### src/rtl/memory_arbiter.sv
// memory_arbiter: shares the main-memory block port between icache and dcache
module memory_arbiter #(
   parameter int ADDR_W = 28,
   parameter int DATA_W = 128
) (
   input  logic              clock,
   input  logic              reset,
   input  logic              i_read,
   input  logic [ADDR_W-1:0] i_address,
   output logic [DATA_W-1:0] i_readdata,
   output logic              i_busywait,
   input  logic              d_read,
   input  logic              d_write,
   input  logic [ADDR_W-1:0] d_address,
   input  logic [DATA_W-1:0] d_writedata,
   output logic [DATA_W-1:0] d_readdata,
   output logic              d_busywait,
   output logic              mem_read,
   output logic              mem_write,
   output logic [ADDR_W-1:0] mem_address,
   output logic [DATA_W-1:0] mem_writedata,
   input  logic [DATA_W-1:0] mem_readdata,
   input  logic              mem_busywait
);
   typedef enum logic [1:0] {IDLE, ACTIVE, DONE} state_t;
   state_t state, state_n;
   logic owner, owner_n, started, started_n, last_grant, last_grant_n;
   logic [DATA_W-1:0] i_rd_q, i_rd_n, d_rd_q, d_rd_n;
   logic i_req, d_req, active;
   assign i_req = i_read;
   assign d_req = d_read | d_write;
   assign active = state == ACTIVE;
   // the icache only ever reads; a dcache read+write pair is a write-back
   assign mem_read = active & (!owner | (d_read & !d_write));
   assign mem_write = active & owner & d_write;
   assign mem_address = !active ? '0 : owner ? d_address : i_address;
   assign mem_writedata = (active & owner) ? d_writedata : '0;
   assign i_busywait = i_req & !(state == DONE & !owner);
   assign d_busywait = d_req & !(state == DONE & owner);
   assign i_readdata = i_rd_q;
   assign d_readdata = d_rd_q;
   // arbiter state and returned refill blocks
   always_ff @(posedge clock or posedge reset) begin
      if (reset) begin
         state <= IDLE;
         owner <= 1'b0;
         started <= 1'b0;
         last_grant <= 1'b1;
         i_rd_q <= '0;
         d_rd_q <= '0;
      end else begin
         state <= state_n;
         owner <= owner_n;
         started <= started_n;
         last_grant <= last_grant_n;
         i_rd_q <= i_rd_n;
         d_rd_q <= d_rd_n;
      end
   end
   // grant, wait for memory to go busy then idle, then one release cycle
   always_comb begin
      state_n = state;
      owner_n = owner;
      started_n = started;
      last_grant_n = last_grant;
      i_rd_n = i_rd_q;
      d_rd_n = d_rd_q;
      case (state)
         IDLE: if (i_req | d_req) begin
            owner_n = (i_req & d_req) ? !last_grant : d_req;
            started_n = 1'b0;
            state_n = ACTIVE;
         end
         ACTIVE: if (mem_busywait) started_n = 1'b1;
         else if (started) begin
            state_n = DONE;
            if (!owner) i_rd_n = mem_readdata;
            else if (!d_write) d_rd_n = mem_readdata;
         end
         DONE: begin
            state_n = IDLE;
            last_grant_n = owner;
         end
         default: state_n = IDLE;
      endcase
   end
endmodule

### config.mk
export PLATFORM = sky130hd
export DESIGN_NAME = memory_arbiter
export DESIGN_NICKNAME = d
export VERILOG_FILES = /design/src/rtl/memory_arbiter.sv
export SDC_FILE = /design/constraint.sdc
export NUM_CORES = 1
export LEC_CHECK = 0
export ABC_AREA = 1
export BUFFER_PORTS_ARGS = -buffer_cell sky130_fd_sc_hd__buf_2
export CAP_MARGIN = 20
export CORE_AREA = 8 8 282 284
export DETAILED_ROUTE_END_ITERATION = 10
export DIE_AREA = 0 0 290 292
export PLACE_DENSITY_LB_ADDON = 0.2
export SLEW_MARGIN = 10
export SYNTH_ARGS = -nofsm -noshare
export SYNTH_HDL_FRONTEND = slang
export SYNTH_SLANG_ARGS = --single-unit
### constraint.sdc
create_clock -name clock -period 8.16 [get_ports clock]
set_input_delay 0.816 -clock clock [delete_from_list [all_inputs] [get_ports clock]]
set_output_delay 0.816 -clock clock [all_outputs]
set_load 0.01 [all_outputs]
==> results of run 1 <==
## Yosys cell counts
library cell | number | area share (%)
nand4_1 | 256 | 13
dfrtp_1 | 260 | 53
buf_4 | 21 | 1.3
buf_2 | 99 | 4.0
nor2_4 | 1 | 0.092
a21oi_1 | 29 | 1.2
nor3_1 | 1 | 0.041
inv_1 | 139 | 4.3
dfstp_2 | 1 | 0.21
nand2_1 | 583 | 18
clkbuf_1 | 17 | 0.52
nor2_1 | 134 | 4.1
nand3_1 | 3 | 0.12
o21a_1 | 1 | 0.061
inv_2 | 1 | 0.031
o21ai_0 | 1 | 0.041
nor2_2 | 1 | 0.051
## layout make-up
class                      instances  area [sq um]
fill                            8477         57500
sequential                       261          6540
multi-input combinational       1010          4530
timing repair buffer             751          3850
tap                              978          1220
clock buffer                      49           978
inverter                         140           536
clock inverter                     8          55.1
antenna                            5          12.5
## per-stage QoR
step / instances / area, sq um
5_1_grt: 3202 / 17700
2_1_floorplan: 1548 / 12300
3_5_place_dp: 3139 / 16600
4_1_cts: 3196 / 17700
3_3_place_gp: 3138 / 16600
6_report: 3202 / 17700
## registers in the layout, indices dropped and copies added, names as in the netlist
name and cells:
started 1, state 2, i_readdata 128, d_readdata 128, owner 1, last_grant 1
## path summary, 6_finish.rpt
path,cells past startpoint,start,endpoint
max,7,state[1],mem_writedata[81]
min,2,reset,d_readdata[89]
max reg2reg,7,started,d_readdata[77]
min reg2reg,2,d_readdata[49],d_readdata[49]
max in group asynchronous,3,reset,d_readdata[73]
min in group clock,2,d_readdata[49],d_readdata[49]
## report_power, final
part	switching [uW]	internal, uW
Sequential	385	1870
Combinational	2300	1010
Clock	584	832
## critical path: cells and delay by family (launching register included)
family,cells,cell delay [ns]
simple gates,3,0.68
buf+inv,4,1.34
flops,1,0.41
## metal layers
metal,part of all wire (%),global-route usage (%),vias to the layer above
li1,-,-,6293
met1,42,19.9,6382
met2,51,29.3,467
met3,6.5,4.50,75
met4,1.2,2.87,10
met5,0.082,0,-
## cells by family after synthesis
group	after synthesis	share of synthesized area [%]
AOI/OAI and AO/OA	31	1.29
buffers and inverters	277	10.1
and+or+nand+nor	979	35.3
DFF	261	53.3
==> metrics.md, run 1 <==
| Metric | Value |
|---|---|
| Status | completed |
| Site row count | 101 |
| Nets | 2516 |
| Vias in the first global route | 13.8k |
| Synthesis-to-finish area growth | 44.5% |
| Initial drt markers | 664 |
| Post-CTS Setup Inserts | 0 |
| Reg2Reg Setup Slack | 4.79 ns |
| All-layer global routing usage | 16.4% |
| Final HPWL DP | 55000 microns |
| Drt drc | 0 |
| Final TNS setup | 0 ns |
| Die area | 84700 sq um |
| CTS Sinks | 261 |
| Critical path, cell by cell | nor2_4 -> buf_4 -> nand2_4 -> buf_4 -> buf_16 -> nor2_1 -> buf_2 |
| TritonCTS clock tree | yes |
| Post-route ant nets | 0 |
| Worst skew pair latency | 0.52 ns |
| Power Dens Cells | 394 nW/um^2 |
| Sequential area share after synthesis | 53.3% |
| CP arrival | 3.06 ns |
| Initial antenna violation count | 23 |
| Distinct cells, synth | 17 |
| Most frequent cells in the layout | buf_2, nand2_1, dfrtp_1 |
| Tot Pwr | 6980 uW |
| Die Y | 292 microns |
| Max-cap violations | 0 |
| Most common cell after layout, fill and taps aside | buf_2 |
| Final hold viol count | 0 |
| Period minus WS final | 3.88 ns |
| Crit. End Element | output port |
| Grt ovf | 0 |
| Core ar. | 75200 sq um |
| Pleak | 0.0105 uW |
| I/O pins | 734 |
| Final period util | 47.6% |
| Post-Syn Area | 12300 sq um |
| H-tree depth | 2 |
| Clk_skew | 0.0147 ns |
| Final worst slack | 4.28 ns |
| #FFs+latches synth | 261 |
| Element type at the critical path start | flip-flop |
| Synth Area per Inst | 7.92 sq um |
| WS Path Type | reg -> out |
| Initial core utilization | 16.3% |
| Root buf cell | clkbuf_16 |
| Worst slew margin | 27.6% |
| Cts repair resizes | 0 |
| Clk slew on worst S/H paths | 0.05 ns |
| Gpl congestion | 0.849 |
| Largest net degree at the start of global routing | 158 |
| Worst vdd ir | 0.166 mV |
| Die Span X | 290 microns |
| Clock Tree Buf Depth | 3 |
| # setup viols final | 0 |
| Pre-CTS setup slack | 4.43 ns |
| Ys Warns | 0 |
| Vias post-DR | 13.2k |
| Crit-path most repeated cell | buf_4 |
| Mean routed wirelength per cell | 22.8 microns |
| Share of cells above drive strength 1 | 36.5% |
| Final Hold Slack | 0.404 ns |
| 1st-pass router iterations | 5 |
| CP required | 7.34 ns |
| Hold WC Path Type | in -> async |
| Post-layout util | 23.6% |
| Hold buffer count at CTS | 0 |
| Vias per inst | 4.13 |
| Critical path's slowest cell | buf_4 |
| Inserted Clock Buffers | 34 |
| Final WL | 72900 microns |
| IO buf count | 733 |
| Max incr delay on CP | 0.59 ns |
| Crit path max fanout | 95 |
| First-pass GRT wire length | 105000 microns |
| Synthesized instance count | 1548 |
| Syn Nets | 1866 |
| RSZ-0062 raised after global routing | false |
| Max Fclk | 0.258 GHz |
| Max-slew violation count | 0 |
| Worst Max-Slew Pin Slew | 1.09 ns |
(Power assumes the default switching activity.)
==> inputs of run 2 (changes only) <==
==> constraint.sdc (replaced) <==
create_clock -name clock -period 3.7 [get_ports clock]
set_input_delay 0.37 -clock clock [delete_from_list [all_inputs] [get_ports clock]]
set_output_delay 0.37 -clock clock [all_outputs]
set_load 0.01 [all_outputs]
==> run 2 against run 1 <==
Hold slack worse by 0.33 ns. Final area increased by 1.0%. Critical path depth shrank 2. Sequential power increased by 120%. Critical path type unchanged. Cell count up 0.59%.
==> metrics.md, run 2 (synthesis gave the netlist of run 1 again) <==
| Metric | Value |
|---|---|
| Share of cells above drive strength 1 | 36.9% |
| Max-slew violation count | 0 |
| Synthesis-to-finish area growth | 46.0% |
| Element type at the critical path start | flip-flop |
| Storage element area | 6540 sq um |
| Worst vdd ir | 0.449 mV |
| Post-layout util | 23.8% |
| Reg2Reg Setup Slack | 1.20 ns |
| Period minus WS final | 2.91 ns |
| Worst hold path startpoint | mem_readdata[111] |
| Vias post-DR | 13.4k |
| Initial core utilization | 16.3% |
| Critical path's slowest cell | buf_4 |
| CTS Sinks | 261 |
| Critical path, cell by cell | nor2_4 -> nand2_4 -> buf_4 -> nor2_1 -> buf_2 |
| Die Y | 292 microns |
| Clock Tree Buf Depth | 3 |
| I/O pins | 734 |
| Sw Share | 46.2% |
| Final HPWL DP | 52100 microns |
| NetSw | 7150 uW |
| RR Startpoint | state[1] |
| Inserted Clock Buffers | 31 |
| Most common cell after layout, fill and taps aside | buf_2 |
| Final WL | 69700 microns |
| Max-cap violations | 0 |
| RSZ-0062 raised after global routing | false |
| Worst slew margin | 31.5% |
| Post-CTS Setup Inserts | 0 |
| Final TNS setup | 0 ns |
| Pre-CTS setup slack | 1.26 ns |
| Fill count | 8432 |
| Power Dens Cells | 863 nW/um^2 |
| Initial antenna violation count | 19 |
| Hold buffer count at CTS | 1 |
| Die area | 84700 sq um |
| WS Path Type | reg -> out |
| Drt drc | 0 |
| Status | completed |
| Mean routed wirelength per cell | 21.6 microns |
| Final hold viol count | 0 |
| Root buf cell | clkbuf_16 |
| Final worst slack | 0.786 ns |
| Pleak | 0.0106 uW |
| Worst Max-Slew Pin Slew | 1.03 ns |
| Worst r2r path cells | 5 |
| TritonCTS clock tree | yes |
| Clk_skew | 0.00844 ns |
| Crit. End Element | output port |
| Most frequent cells in the layout | buf_2, nand2_1, dfrtp_1 |
| CP required | 3.33 ns |
| Worst hold path stage count | 3 |
| H-tree depth | 1 |
| Clock network power share | 20.5% |
| 1st-pass router iterations | 5 |
| Initial drt markers | 936 |
| Core ar. | 75200 sq um |
| IO buf count | 733 |
| Combinational share of power | 48.2% |
| CP arrival | 2.54 ns |
| First-pass GRT wire length | 101000 microns |
| Grt ovf | 0 |
| Final period util | 78.8% |
| Site row count | 101 |
| Nets | 2525 |
| Die Span X | 290 microns |
| Crit path max fanout | 68 |
| Gpl congestion | 0.915 |
| Seq pwr share | 31.3% |
| Clk slew on worst S/H paths | 0.06 ns |
| Cts repair resizes | 0 |
| Vias in the first global route | 13.9k |
| Max incr delay on CP | 0.47 ns |
| Area of the multi-input gates | 4530 sq um |
| Vias per inst | 4.17 |
| Int Pwr | 8310 uW |
| Max Fclk | 0.343 GHz |
| # setup viols final | 0 |
| R2R Path End | d_readdata[48] |
| All-layer global routing usage | 15.6% |
| Hold WC Path Type | in -> reg |
| Post-route ant nets | 0 |
| Largest net degree at the start of global routing | 129 |
| Sink of the worst hold path | d_readdata[111] |
| Worst skew pair latency | 0.56 ns |
[run 2: cell count changes in the layout (fill, tap and decap cells not counted)]
cell / before / now
bufinv_16: 0 / 3
diode_2: 5 / 14
buf_12: 2 / 6
inv_8: 1 / 0
inv_6: 1 / 0
clkinv_2: 3 / 5
clkbuf_8: 5 / 9
clkinvlp_4: 3 / 2
dlygate4sd3_1: 0 / 1
clkbuf_16: 35 / 31
buf_4: 15 / 22
clkbuf_1: 9 / 5
[run 2: worst max path at each step]
stage | startpoint | to | slack [ns] | depth (start not counted)
CTS | state[1] | mem_writedata[20] | 0.76 | 5
global placement | state[1] | i_readdata[120] | 1.30 | 5
finish | state[1] | mem_writedata[20] | 0.79 | 5
global route | state[1] | mem_writedata[65] | 0.60 | 5
floorplan | reset | d_readdata[0] | -0.11 | 1
detailed placement | state[1] | i_readdata[32] | 1.26 | 5
[run 2: area by class of cell]
type / instances / area share, %
sequential: 261 / 36.5
multi-input combinational: 1010 / 25.3
timing repair buffer: 763 / 22.3
tap: 978 / 6.84
clock buffer: 45 / 5.13
inverter: 140 / 2.97
clock inverter: 10 / 0.734
antenna: 14 / 0.196
[run 2: critical path: cells and delay by family, from the launching register on]
family / cells / cell delay [ns]
buf+inv: 2 / 0.63
flops: 1 / 0.41
simple gates: 3 / 0.85
[run 2: power groups by stage]
stage          sequential [uW]  combinational [uW]  clock [uW]
2_1_floorplan             5360                3420           0
3_3_place_gp              4860                7590           0
3_5_place_dp              4860                7660           0
4_1_cts                   4850                7650        3310
5_1_grt                   5000                8210        3400
6_report                  4840                7450        3170
[run 2: metal layers]
layer / wire, microns / vias up / track usage, % / part of all wire, %
li1: - / 6322 / - / -
met1: 29100 / 6537 / 19.5 / 42
met2: 34500 / 480 / 26.8 / 50
met3: 4570 / 84 / 3.98 / 6.6
met4: 1460 / 6 / 3.66 / 2.1
met5: 39 / - / 0 / 0.056
[run 2: stage by stage]
step	power, uW	cell area, sq um	hold WS, ns	std cells
floorplan	8780	12300	0.441	1548
global placement	12400	16800	0.449	3150
detailed placement	12500	16800	0.453	3151
CTS	15800	17900	0.0168	3207
global route	16600	17900	0.0471	3218
finish	15500	17900	0.0722	3221
